<file path="config.mk">
export PLATFORM = sky130hd
export DESIGN_NAME = pipe_hazard_ctrl
export DESIGN_NICKNAME = d
export VERILOG_FILES = /design/src/rtl/pipe_hazard_ctrl.sv
export SDC_FILE = /design/constraint.sdc
export NUM_CORES = 1
export LEC_CHECK = 0
export BUFFER_PORTS_ARGS = -buffer_cell sky130_fd_sc_hd__buf_2
export CORE_ASPECT_RATIO = 1.25
export CORE_MARGIN = 8
export CORE_UTILIZATION = 55
export CTS_CLUSTER_DIAMETER = 40
export CTS_CLUSTER_SIZE = 12
export DETAILED_ROUTE_END_ITERATION = 12
export PLACE_DENSITY = 0.83
export SLEW_MARGIN = 20
export SYNTH_ARGS = -nofsm -noshare
export SYNTH_HDL_FRONTEND = slang
export SYNTH_SLANG_ARGS = --single-unit
export TNS_END_PERCENT = 10
</file>
<file path="constraint.sdc">
create_clock -name clk -period 3.4 [get_ports clk]
set_input_delay 0.34 -clock clk [delete_from_list [all_inputs] [get_ports clk]]
set_output_delay 0.34 -clock clk [all_outputs]
set_load 0.02 [all_outputs]
</file>
<file path="src/rtl/pipe_hazard_ctrl.sv">
// Pipeline sequencer for the 5-stage core: turns hazard, memory-wait, divider and
// redirect events into per-stage hold/bubble controls, with a memory watchdog and stall counter.
module pipe_hazard_ctrl #(
    parameter int MEM_TIMEOUT = 1024,
    parameter int CNT_W       = 64
) (
    input  logic             clk,
    input  logic             rst,
    input  logic [4:0]       dec_rs1,
    input  logic [4:0]       dec_rs2,
    input  logic             dec_rs1_used,
    input  logic             dec_rs2_used,
    input  logic             ex_valid,
    input  logic             ex_is_load,
    input  logic [4:0]       ex_rd,
    input  logic             ex_redirect,
    input  logic             ex_div_start,
    input  logic             div_done,
    input  logic             mem_req_valid,
    input  logic             mem_ready,
    input  logic             trap_redirect,
    output logic             stall_F,
    output logic             stall_D,
    output logic             stall_E,
    output logic             stall_M,
    output logic             bubble_D,
    output logic             bubble_E,
    output logic             bubble_M,
    output logic             bubble_W,
    output logic             div_kill,
    output logic             mem_timeout_err,
    output logic [CNT_W-1:0] stall_cycles
);

    typedef enum logic [1:0] {RUN, MEM_WAIT, DIV_WAIT} state_t;

    localparam int WD_W = $clog2(MEM_TIMEOUT + 1);
    localparam logic [WD_W-1:0] WD_MAX = WD_W'(MEM_TIMEOUT - 1);

    state_t            state_q, state_d;
    logic [WD_W-1:0]   wd_q, wd_d, wd_inc;
    logic              err_q, err_d;
    logic [CNT_W-1:0]  cnt_q, cnt_d;
    logic              load_use;
    logic              lower_en;

    // x0 is hardwired zero, so a load targeting it never creates a dependency
    assign load_use = ex_valid && ex_is_load && (ex_rd != 5'd0) &&
                      ((dec_rs1_used && (dec_rs1 == ex_rd)) ||
                       (dec_rs2_used && (dec_rs2 == ex_rd)));

    assign wd_inc = (wd_q == WD_MAX) ? wd_q : wd_q + WD_W'(1);

    always_comb begin
        stall_F  = 1'b0;
        stall_D  = 1'b0;
        stall_E  = 1'b0;
        stall_M  = 1'b0;
        bubble_D = 1'b0;
        bubble_E = 1'b0;
        bubble_M = 1'b0;
        bubble_W = 1'b0;
        div_kill = 1'b0;
        lower_en = 1'b0;
        state_d  = state_q;
        wd_d     = wd_q;
        err_d    = err_q;

        if (rst) begin
            bubble_D = 1'b1;
            bubble_E = 1'b1;
            bubble_M = 1'b1;
            bubble_W = 1'b1;
            state_d  = RUN;
            wd_d     = '0;
            err_d    = 1'b0;
        end else if (trap_redirect) begin
            bubble_D = 1'b1;
            bubble_E = 1'b1;
            bubble_M = 1'b1;
            bubble_W = 1'b1;
            div_kill = (state_q == DIV_WAIT);
            state_d  = RUN;
            wd_d     = '0;
        end else begin
            case (state_q)
                MEM_WAIT: begin
                    if (!mem_ready) begin
                        stall_F  = 1'b1;
                        stall_D  = 1'b1;
                        stall_E  = 1'b1;
                        stall_M  = 1'b1;
                        bubble_W = 1'b1;
                        wd_d     = wd_inc;
                        if (wd_inc == WD_MAX) err_d = 1'b1;
                    end else begin
                        // Release cycle behaves like RUN for the lower-priority sources
                        state_d  = RUN;
                        wd_d     = '0;
                        lower_en = 1'b1;
                    end
                end
                DIV_WAIT: begin
                    if (!div_done) begin
                        stall_F  = 1'b1;
                        stall_D  = 1'b1;
                        stall_E  = 1'b1;
                        bubble_M = 1'b1;
                    end else begin
                        state_d = RUN;
                    end
                end
                default: begin
                    if (mem_req_valid && !mem_ready) begin
                        stall_F  = 1'b1;
                        stall_D  = 1'b1;
                        stall_E  = 1'b1;
                        stall_M  = 1'b1;
                        bubble_W = 1'b1;
                        state_d  = MEM_WAIT;
                    end else begin
                        lower_en = 1'b1;
                    end
                end
            endcase

            if (lower_en) begin
                if (ex_div_start) begin
                    // A divide finishing in its issue cycle needs no wait
                    if (!div_done) begin
                        stall_F  = 1'b1;
                        stall_D  = 1'b1;
                        stall_E  = 1'b1;
                        bubble_M = 1'b1;
                        state_d  = DIV_WAIT;
                    end
                end else if (ex_redirect) begin
                    bubble_D = 1'b1;
                    bubble_E = 1'b1;
                end else if (load_use) begin
                    stall_F  = 1'b1;
                    stall_D  = 1'b1;
                    bubble_E = 1'b1;
                end
            end
        end

        cnt_d = rst ? '0 : (stall_F ? cnt_q + CNT_W'(1) : cnt_q);
    end

    always_ff @(posedge clk) begin
        state_q <= state_d;
        wd_q    <= wd_d;
        err_q   <= err_d;
        cnt_q   <= cnt_d;
    end

    assign mem_timeout_err = err_q;
    assign stall_cycles    = cnt_q;

endmodule

</file>
==> results.md, run 1 <==
* Placed insts at a little under 800
* Synth warnings at 0
* Setup tns final at 0 ns
* Area added between synthesis and finish at 15.7%
* Nets at roughly 700
* Worst-path clk slew at 0.08 ns
* Crit-path cells: inv_1 > ha_1 > o21ai_0 > a21oi_1 > a21o_1 > nand2_1 > buf_4 > nand2_1 > buf_2
* PortBufs at 100
* EDFF count, synth at 0
* Final Hold Vio Count at 0
* Die ar. at around 12000 sq um
* Endpoint type of the worst setup path: output port
* Core Region at between 8000 and 9000 sq um
* Final worst-path cycle share at ~93%
* Total GRT Usage at 21.3%
* Cell area after synthesis at 4770 sq um
* # hold bufs at CTS at 0
* Maximum vdd drop at approximately 0.00021 V
* Die width at 99.3 um
* Max_slew headroom at between 30 and 40%
* Category of the most critical setup path: reg -> out
* IO Pins at around 100
* Max incr delay on CP at 0.45 ns
* Synthesized instance count at 596
* CTS max path bufs at 2
* CTS tree: done
* Crit Path Max Fanout at 17
* DRT antenna net count at 0
* Worst hold slack at between 0.3 and 0.4 ns
* Post-route DRC violation count at 0
* Hold Crit Class: in -> reg
* FP Rows at 38
* Top FF cell, synth: dfxtp_1
* Post-Syn Nets at roughly 630
* Crit start category: flop
* DR vias/cell at about 6
* Sink Count at between 70 and 80
* Post-synth cell types at 56
* Non-Filler Instances at 785
* WL per Instance at about 16 um
* H-tree levels at 3
* Critical path's slowest cell: nand2_1
* Later-pin clock latency in the skew report at approximately 0.35 ns
* Max frequency at ~320 MHz
* Initial DRC Count at 430
* Register bit total from synthesis at between 70 and 80
* Max Transition Viols Final at 0
* Fraction of layout instances using a drive strength above 1 at between 20% and 30%
* RSZ-0062 raised after global routing: false
* Die Y at 120 um
* Drt pass-1 iters at 6
* Crit path top cell by count: nand2_1
* Initial antenna violation count at 0
* Cell family with most CP delay: compound AO/OA/AOI/OAI gates
* Clk root buf: clkbuf_8
* Ys async rst share at 0%
* WP buf/inv at 3
* Worst endpoint data arrival time at between 2 and 3 ns
* Final setup vio count at 0
* Pin count of the biggest net entering global routing at 100
* Critical Path RT at 3.06 ns
* Power per cell area at around 330 nW/um^2
* Number of max-cap violations at 0
* Routed wire length at 12800 um
* N_diodes at 0
* Final Critical Period at about 3.2 ns
* First-pass GRT wire length at ~21000 um
* Clock skew at between 0.009 and 0.01 ns
* Post-CTS Resized at 0
* Total grt overflow at 0
* Vias at between 4k and 5k
* Leakage power at approximately 2.1 nW
* Outcome: complete, no violations
* Detailed Place HPWL at about 9300 um
* Filler cells at roughly 740
* Vias in the first global route at 4664
* CTS Buf Count at 9
* Synth Area per Inst at roughly 8.0 sq um
* Sequential area share after synthesis at 32.7%
* GP Congestion at between 0.8 and 0.9
* Post-CTS Setup Repair Bufs at 0
* Initial Util at 55.7%
* Least-Margin Pin Slew at roughly 0.95 ns
[where the power goes]
part / internal (mW) / total, mW / switching (mW)
registers: 0.915 / 0.919 / 0.00371
logic: 0.0464 / 0.124 / 0.0778
clock network: 0.432 / 0.782 / 0.350
total: 1.39 / 1.83 / 0.431
[kinds of logic after synthesis]
kind of cell	after synthesis	share of synthesized area, %
buf+inv	54	5.46
mux	36	8.42
simple gates	278	32.2
xor+xnor	12	2.20
fa+ha+maj	4	1.05
compound gates	134	17.9
flops	78	32.7
[per-stage QoR]
| step | util [%] | cell area, sq um | power (mW) | worst slack, ns |
|---|---|---|---|---|
| 2_1_floorplan | - | 4770 | 1.02 | 0.765 |
| 3_3_place_gp | 61.9 | 5300 | 1.06 | 0.654 |
| 3_5_place_dp | 61.9 | 5300 | 1.06 | 0.462 |
| 4_1_cts | 64.5 | 5520 | 1.84 | 0.243 |
| 5_1_grt | 64.5 | 5520 | 1.90 | 0.0204 |
| 6_report | 64.5 | 5520 | 1.83 | 0.238 |
[per-layer routing]
| metal | share of wire [%] | vias to the layer above | track usage, % | routed length [um] |
|---|---|---|---|---|
| met3 | 4.1 | 29 | 3.77 | 521 |
| li1 | - | 2371 | - | - |
| met2 | 52 | 134 | 38.0 | 6720 |
| met4 | 2.9 | 0 | 12.3 | 369 |
| met1 | 41 | 2277 | 23.1 | 5190 |
| met5 | 0 | - | 0 | 0 |
[flip-flops by register name (all words and copies together), names as in the netlist]
name and cells:
mem_timeout_err 1, stall_cycles 64, state_q 2, wd_q 11
[area by class of cell]
type | instances | area [sq um] | area share, %
multi-input combinational | 464 | 2950 | 53.5
sequential | 78 | 1560 | 28.3
timing repair buffer | 111 | 596 | 10.8
clock buffer | 10 | 138 | 2.49
tap | 100 | 125 | 2.27
clock inverter | 6 | 83.8 | 1.52
inverter | 16 | 60.1 | 1.09
[cells in the mapped netlist (5+ instances only)]
| master | number | share of area (%) |
|---|---|---|
| or3_1 | 14 | 1.8 |
| or4_1 | 19 | 3.0 |
| nand3_1 | 22 | 2.3 |
| o21ai_0 | 24 | 2.5 |
| and3_1 | 7 | 0.92 |
| mux2_2 | 33 | 7.8 |
| nand2_1 | 50 | 3.9 |
| xnor2_1 | 11 | 2.0 |
| o31ai_1 | 17 | 2.7 |
| a21oi_1 | 44 | 4.6 |
| nand2b_1 | 5 | 0.66 |
| nand4_1 | 21 | 2.8 |
| inv_1 | 16 | 1.3 |
| dfxtp_1 | 78 | 33 |
| nor3_1 | 9 | 0.94 |
| clkbuf_1 | 28 | 2.2 |
| nor2_1 | 62 | 4.9 |
| a211oi_1 | 20 | 3.1 |
| a2111oi_0 | 12 | 2.2 |
| and4_2 | 5 | 1.0 |
| buf_6 | 7 | 1.7 |
| nor2b_1 | 33 | 4.3 |
[layout by cell type, fill, tap and decap left out, types with 9 or more instances in the layout]
cell type	netlist	final
buf_2	1	100
dfxtp_1	78	78
nor2_1	62	62
nand2_1	50	50
a21oi_1	44	44
nor2b_1	33	33
mux2_2	33	33
o21ai_0	24	24
nand3_1	22	22
nand4_1	21	21
a211oi_1	20	20
or4_1	19	19
o31ai_1	17	17
inv_1	16	16
or3_1	14	14
a2111oi_0	12	12
xnor2_1	11	11
clkbuf_8	0	10
buf_4	1	10
nor3_1	9	9
[path summary, 6_finish.rpt]
path / startpoint / to / slack, ns / depth (start not counted)
worst min-delay path: trap_redirect / wd_q[10]$_SDFFE_PP0N_ / 0.39 / 3
worst max-delay path: state_q[0]$_SDFF_PP0_ / stall_F / 0.24 / 9
worst min register to register: mem_timeout_err$_SDFFE_PP0P_ / mem_timeout_err$_SDFFE_PP0P_ / 0.48 / 2
worst max register to register: state_q[0]$_SDFF_PP0_ / stall_cycles[53]$_SDFFE_PP0P_ / 0.45 / 8
[tightest hold or removal path, cell delays in order]
cell and delay (ns):
buf_2 0.09, nor2_1 0.09, and3_1 0.17
No activity file was read; power rests on OpenSTA's default activity.
==> run 2: changes to the inputs <==
MAX_ROUTING_LAYER = met4   (was not set)
==> run 2 against run 1 <==
Die area unchanged; power down 1.0%; combinational power about the same; clock power down 2%; clock skew down 0.0042 ns; critical path type unchanged; global-route usage up 0.87 points; utilization down 0.13 points; setup slack worse by 0.012 ns; highest routed layer unchanged; non-clock buffer count unchanged; final cell count down 0.25%; register-to-register slack better by 0.02 ns; largest power group unchanged.
==> results.md, run 2 (synthesis gave the netlist of run 1 again) <==
* Die ar. at approximately 12000 sq um
* Most frequent cells in the layout: buf_2 (100), dfxtp_1 (78), nor2_1 (62), nand2_1 (50), a21oi_1 (44)
* Critical Path RT at around 3 ns
* PortBufs at 100
* DR vias/cell at slightly above 6
* Total grt overflow at 0
* Initial DRC Count at 327
* Later-pin clock latency in the skew report at approximately 0.36 ns
* Post-layout util at 64.3%
* M1 wire length at around 5200 um
* Post-CTS Resized at 0
* Setup tns final at 0 ns
* DRT antenna net count at 0
* Maximum vdd drop at 0.000228 V
* Max incr delay on CP at roughly 0.44 ns
* Power per cell area at around 330 nW/um^2
* H-tree levels at 3
* Initial Util at 55.7%
* Final Critical Period at 3.17 ns
* Routed wire length at roughly 13000 um
* CTS Buf Count at 9
* Worst setup margin at 0.226 ns
* Nets at a little over 700
* FP Rows at 38
* Max frequency at 315 MHz
* Final instance area at approximately 5500 sq um
* Post-CTS Setup Repair Bufs at 0
* Max_slew headroom at roughly 35%
* First-pass GRT wire length at 21600 um
* Vias at between 4k and 5k
* Drt pass-1 iters at 5
* N_diodes at 0
* Final worst-path cycle share at 93.4%
* Max Transition Viols Final at 0
* Die width at just under 100 um
* Least-Margin Pin Slew at 0.968 ns
* Total GRT Usage at between 20 and 25%
* Routed wl met3 at 559 um
* Number of max-cap violations at 0
* Crit-path cells: inv_1 > ha_1 > or3_1 > a21o_1 > nand2_1 > buf_4 > nand2_1 > buf_2
* Cell family with most CP delay: simple AND/OR/NAND/NOR gates
* Area added between synthesis and finish at 15.5%
* Top Metal Used: met4
* Clock skew at roughly 0.005 ns
* Endpoint type of the worst setup path: output port
* Fraction of layout instances using a drive strength above 1 at a little over a quarter
* CTS tree: done
* Hold Crit Class: in -> reg
* Sink Count at 78
* Final setup vio count at 0
* CTS max path bufs at 2
* Leakage power at about 2.1 nW
* Worst hold slack at 0.385 ns
* Commonest non-fill, non-tap cell in the layout: buf_2
* Critical path's slowest cell: or3_1
* Pin count of the biggest net entering global routing at 100
* Crit path top cell by count: nand2_1
* Die Y at 120 um
* GP Congestion at slightly below 0.9
* Crit start category: flop
* IO Pins at between 100 and 150
* Post-route DRC violation count at 0
* WP buf/inv at 3
* Vias in the first global route at 4767
* Clk root buf: clkbuf_8
* Category of the most critical setup path: reg -> out
* Outcome: complete, no violations
* RSZ-0062 raised after global routing: false
* Detailed Place HPWL at between 9000 and 10000 um
* Final Power at ~1.8 mW
* # hold bufs at CTS at 0
* Place WS at 0.556 ns
* Metal2 WL at 6960 um
* Max reg flops at 64
* Crit Path Max Fanout at 17
* Worst-path clk slew at approximately 0.08 ns
* Core Region at 8560 sq um
* Final Hold Vio Count at 0
* Area post-placement at between 5000 and 6000 sq um
* Placed insts at between 700 and 800
* WL per Instance at 16.6 um
* Worst endpoint data arrival time at between 2 and 3 ns
* Initial antenna violation count at 0
* Non-Filler Instances at about 780
==> run 2: cell types whose count changed in the layout (fill, tap and decap cells not counted) <==
cell        delta
clkinv_2       -2
clkinvlp_4     +1
inv_6          -1
==> run 2: worst register-to-register path, delay by kind of cell, from the launching register on <==
family	cells	cell delay (ns)
mux	1	0.41
buf+inv	1	0.06
compound gates	4	1.27
flops	1	0.37
simple gates	1	0.36
fa+ha+maj	1	0.37
==> run 2: power breakdown <==
| part | internal (mW) | switching (mW) |
|---|---|---|
| clock network | 0.424 | 0.339 |
| registers | 0.915 | 0.00367 |
| logic | 0.0465 | 0.0782 |
==> run 2: path summary, 6_finish.rpt <==
check,slack (ns),start,depth (start not counted),endpoint
min,0.39,trap_redirect,3,wd_q[10]$_SDFFE_PP0N_
max reg2reg,0.47,state_q[0]$_SDFF_PP0_,8,stall_cycles[47]$_SDFFE_PP0P_
min reg2reg,0.48,mem_timeout_err$_SDFFE_PP0P_,2,mem_timeout_err$_SDFFE_PP0P_
max,0.23,state_q[0]$_SDFF_PP0_,8,stall_F
==> run 2: area by class of cell <==
type                    count  area (sq um)
inverters                  16          60.1
multi-input cells         464          2950
fillers                   749          3050
clock inverters             4          72.6
well taps                 100           125
flip-flops and latches     78          1560
clock buffers              10           138
repair buffers            111           596
==> run 2: routing by layer <==
layer	vias up	GRT usage, %
met5	-	-
met4	0	10.5
met3	32	3.77
met2	145	38.7
met1	2296	23.9
li1	2368	-
==> run 3: changes to the inputs <==
RECOVER_POWER = 25   (was not set)
==> run 3 against run 2 <==
Combinational power about the same; highest routed layer unchanged; non-clock buffer count unchanged; worst hold slack gained 0.0031 ns; critical path depth stayed put; utilization is 0.56 points lower; design area shrank 0.86%; die area did not move; largest cell class unchanged; setup slack got worse by 0.013 ns; clock power about the same; critical path type unchanged; register-to-register slack worse by 0.03 ns.
==> results.md, run 3 (synthesis gave the netlist of run 1 again) <==
* Outcome: complete, no violations
* Vias in the first global route at roughly 4.8k
* Vias at between 4k and 5k
* H-tree levels at 3
* CTS tree: done
* Leakage power at roughly 1.9 nW
* Post-route DRC violation count at 0
* Fraction of layout instances using a drive strength above 1 at between 20% and 30%
* Drt pass-1 iters at 5
* Initial Util at 55.7%
* Max_slew headroom at between 30% and 40%
* Total grt overflow at 0
* Final worst-path cycle share at between 90% and 100%
* Setup tns final at 0 ns
* N_diodes at 0
* GP Congestion at around 0.89
* Detailed Place HPWL at 9300 um
* Later-pin clock latency in the skew report at about 0.35 ns
* Sequential Area at between 1500 and 2000 sq um
* Final Hold Vio Count at 0
* IO Pins at around 100
* Final Power at between 1.5 and 2 mW
* Power per cell area at 331 nW/um^2
* Sink Count at between 70 and 80
* Crit start category: flop
* Max reg flops at between 60 and 70
* CTS max path bufs at 2
* WL per Instance at roughly 17 um
* Post-layout util at 63.8%
* Max frequency at 314 MHz
* Nets at between 700 and 800
* Post-CTS Setup Repair Bufs at 0
* Least-Margin Pin Slew at just under 1 ns
* Most frequent cells in the layout: dfxtp_1 (78), nor2_1 (62), buf_2 (62), nand2_1 (50), a21oi_1 (44)
* Initial DRC Count at 316
* Filler cells at between 700 and 800
* Core Region at 8560 sq um
* Commonest non-fill, non-tap cell in the layout: dfxtp_1
* Category of the most critical setup path: reg -> out
* Area added between synthesis and finish at 14.5%
* Post-CTS Resized at 0
* RSZ-0062 raised after global routing: false
* DRT antenna net count at 0
* Worst setup margin at 0.213 ns
* Die Y at 120 um
* Final Critical Period at 3.19 ns
* Routed wire length at 13000 um
* Number of max-cap violations at 0
* Initial antenna violation count at 0
* Pin count of the biggest net entering global routing at 100
* Critical Path RT at 3.06 ns
* Die ar. at between 10000 and 15000 sq um
* Worst endpoint data arrival time at roughly 2.9 ns
* Endpoint type of the worst setup path: output port
* DR vias/cell at approximately 6.2
* FP Rows at 38
* CTS Buf Count at 9
* Multi-input gate area at approximately 3000 sq um
* PortBufs at 100
* Crit Path Max Fanout at 17
* Hold Crit Class: in -> reg
* Final setup vio count at 0
* Die width at between 90 and 100 um
* Place WS at 0.556 ns
* Max Transition Viols Final at 0
* # hold bufs at CTS at 0
* Maximum vdd drop at between 0.0002 and 0.00025 V
* First-pass GRT wire length at between 20000 and 25000 um
* Clk root buf: clkbuf_8
* Total GRT Usage at roughly 22%
* Worst-path clk slew at about 0.080 ns
* Clock skew at between 0.006 and 0.007 ns
[run 3: changes by cell type in the layout (fill, tap and decap cells not counted)]
cell      delta
buf_2       -38
clkbuf_1    +38
[run 3: worst max-delay path, stage by stage, from the launching register on]
cell and delay, ns:
dfxtp_1 0.37, inv_1 0.06, ha_1 0.36, or3_1 0.44, a21o_1 0.20, nand2_1 0.45
buf_4 0.26, nand2_1 0.15, buf_2 0.21
[run 3: metal layers]
| layer | up-vias | track usage [%] | wire length [um] | share of wire (%) |
|---|---|---|---|---|
| met5 | - | - | 0 | 0 |
| met4 | 0 | 10.5 | 266 | 2.0 |
| met3 | 24 | 3.77 | 534 | 4.1 |
| met2 | 151 | 38.7 | 6980 | 54 |
| met1 | 2306 | 23.9 | 5240 | 40 |
| li1 | 2369 | - | - | - |
[run 3: where the power goes]
part | internal, mW | leakage (nW) | switching (mW)
clock | 0.424 | 0.104 | 0.336
sequential | 0.915 | 0.628 | 0.00366
combinational | 0.0465 | 1.18 | 0.0783
total | 1.39 | 1.91 | 0.418
[run 3: path summary, 6_finish.rpt]
path	slack, ns	cells past startpoint	start	end
worst max-delay path	0.21	8	state_q[0]$_SDFF_PP0_	stall_F
worst min-delay path	0.39	3	trap_redirect	wd_q[10]$_SDFFE_PP0N_
worst max register to register	0.44	8	state_q[0]$_SDFF_PP0_	stall_cycles[47]$_SDFFE_PP0P_
worst min register to register	0.49	2	mem_timeout_err$_SDFFE_PP0P_	mem_timeout_err$_SDFFE_PP0P_
[run 3: cell type report]
class                           instances  share of cell area, %
Multi-Input combinational cell        464                   54.1
Tap cell                              100                   2.29
Clock buffer                           10                   2.52
Sequential cell                        78                   28.6
Clock inverter                          4                   1.33
Inverter                               16                   1.10
Timing Repair Buffer                  111                   10.0
[run 3: stage by stage]
step | std cells | hold slack (ns) | area [sq um]
3_3_place_gp | 769 | 0.458 | 5300
4_1_cts | 783 | 0.381 | 5510
2_1_floorplan | 596 | 0.486 | 4770
5_1_grt | 783 | 0.420 | 5460
6_report | 783 | 0.388 | 5460
3_5_place_dp | 769 | 0.476 | 5300
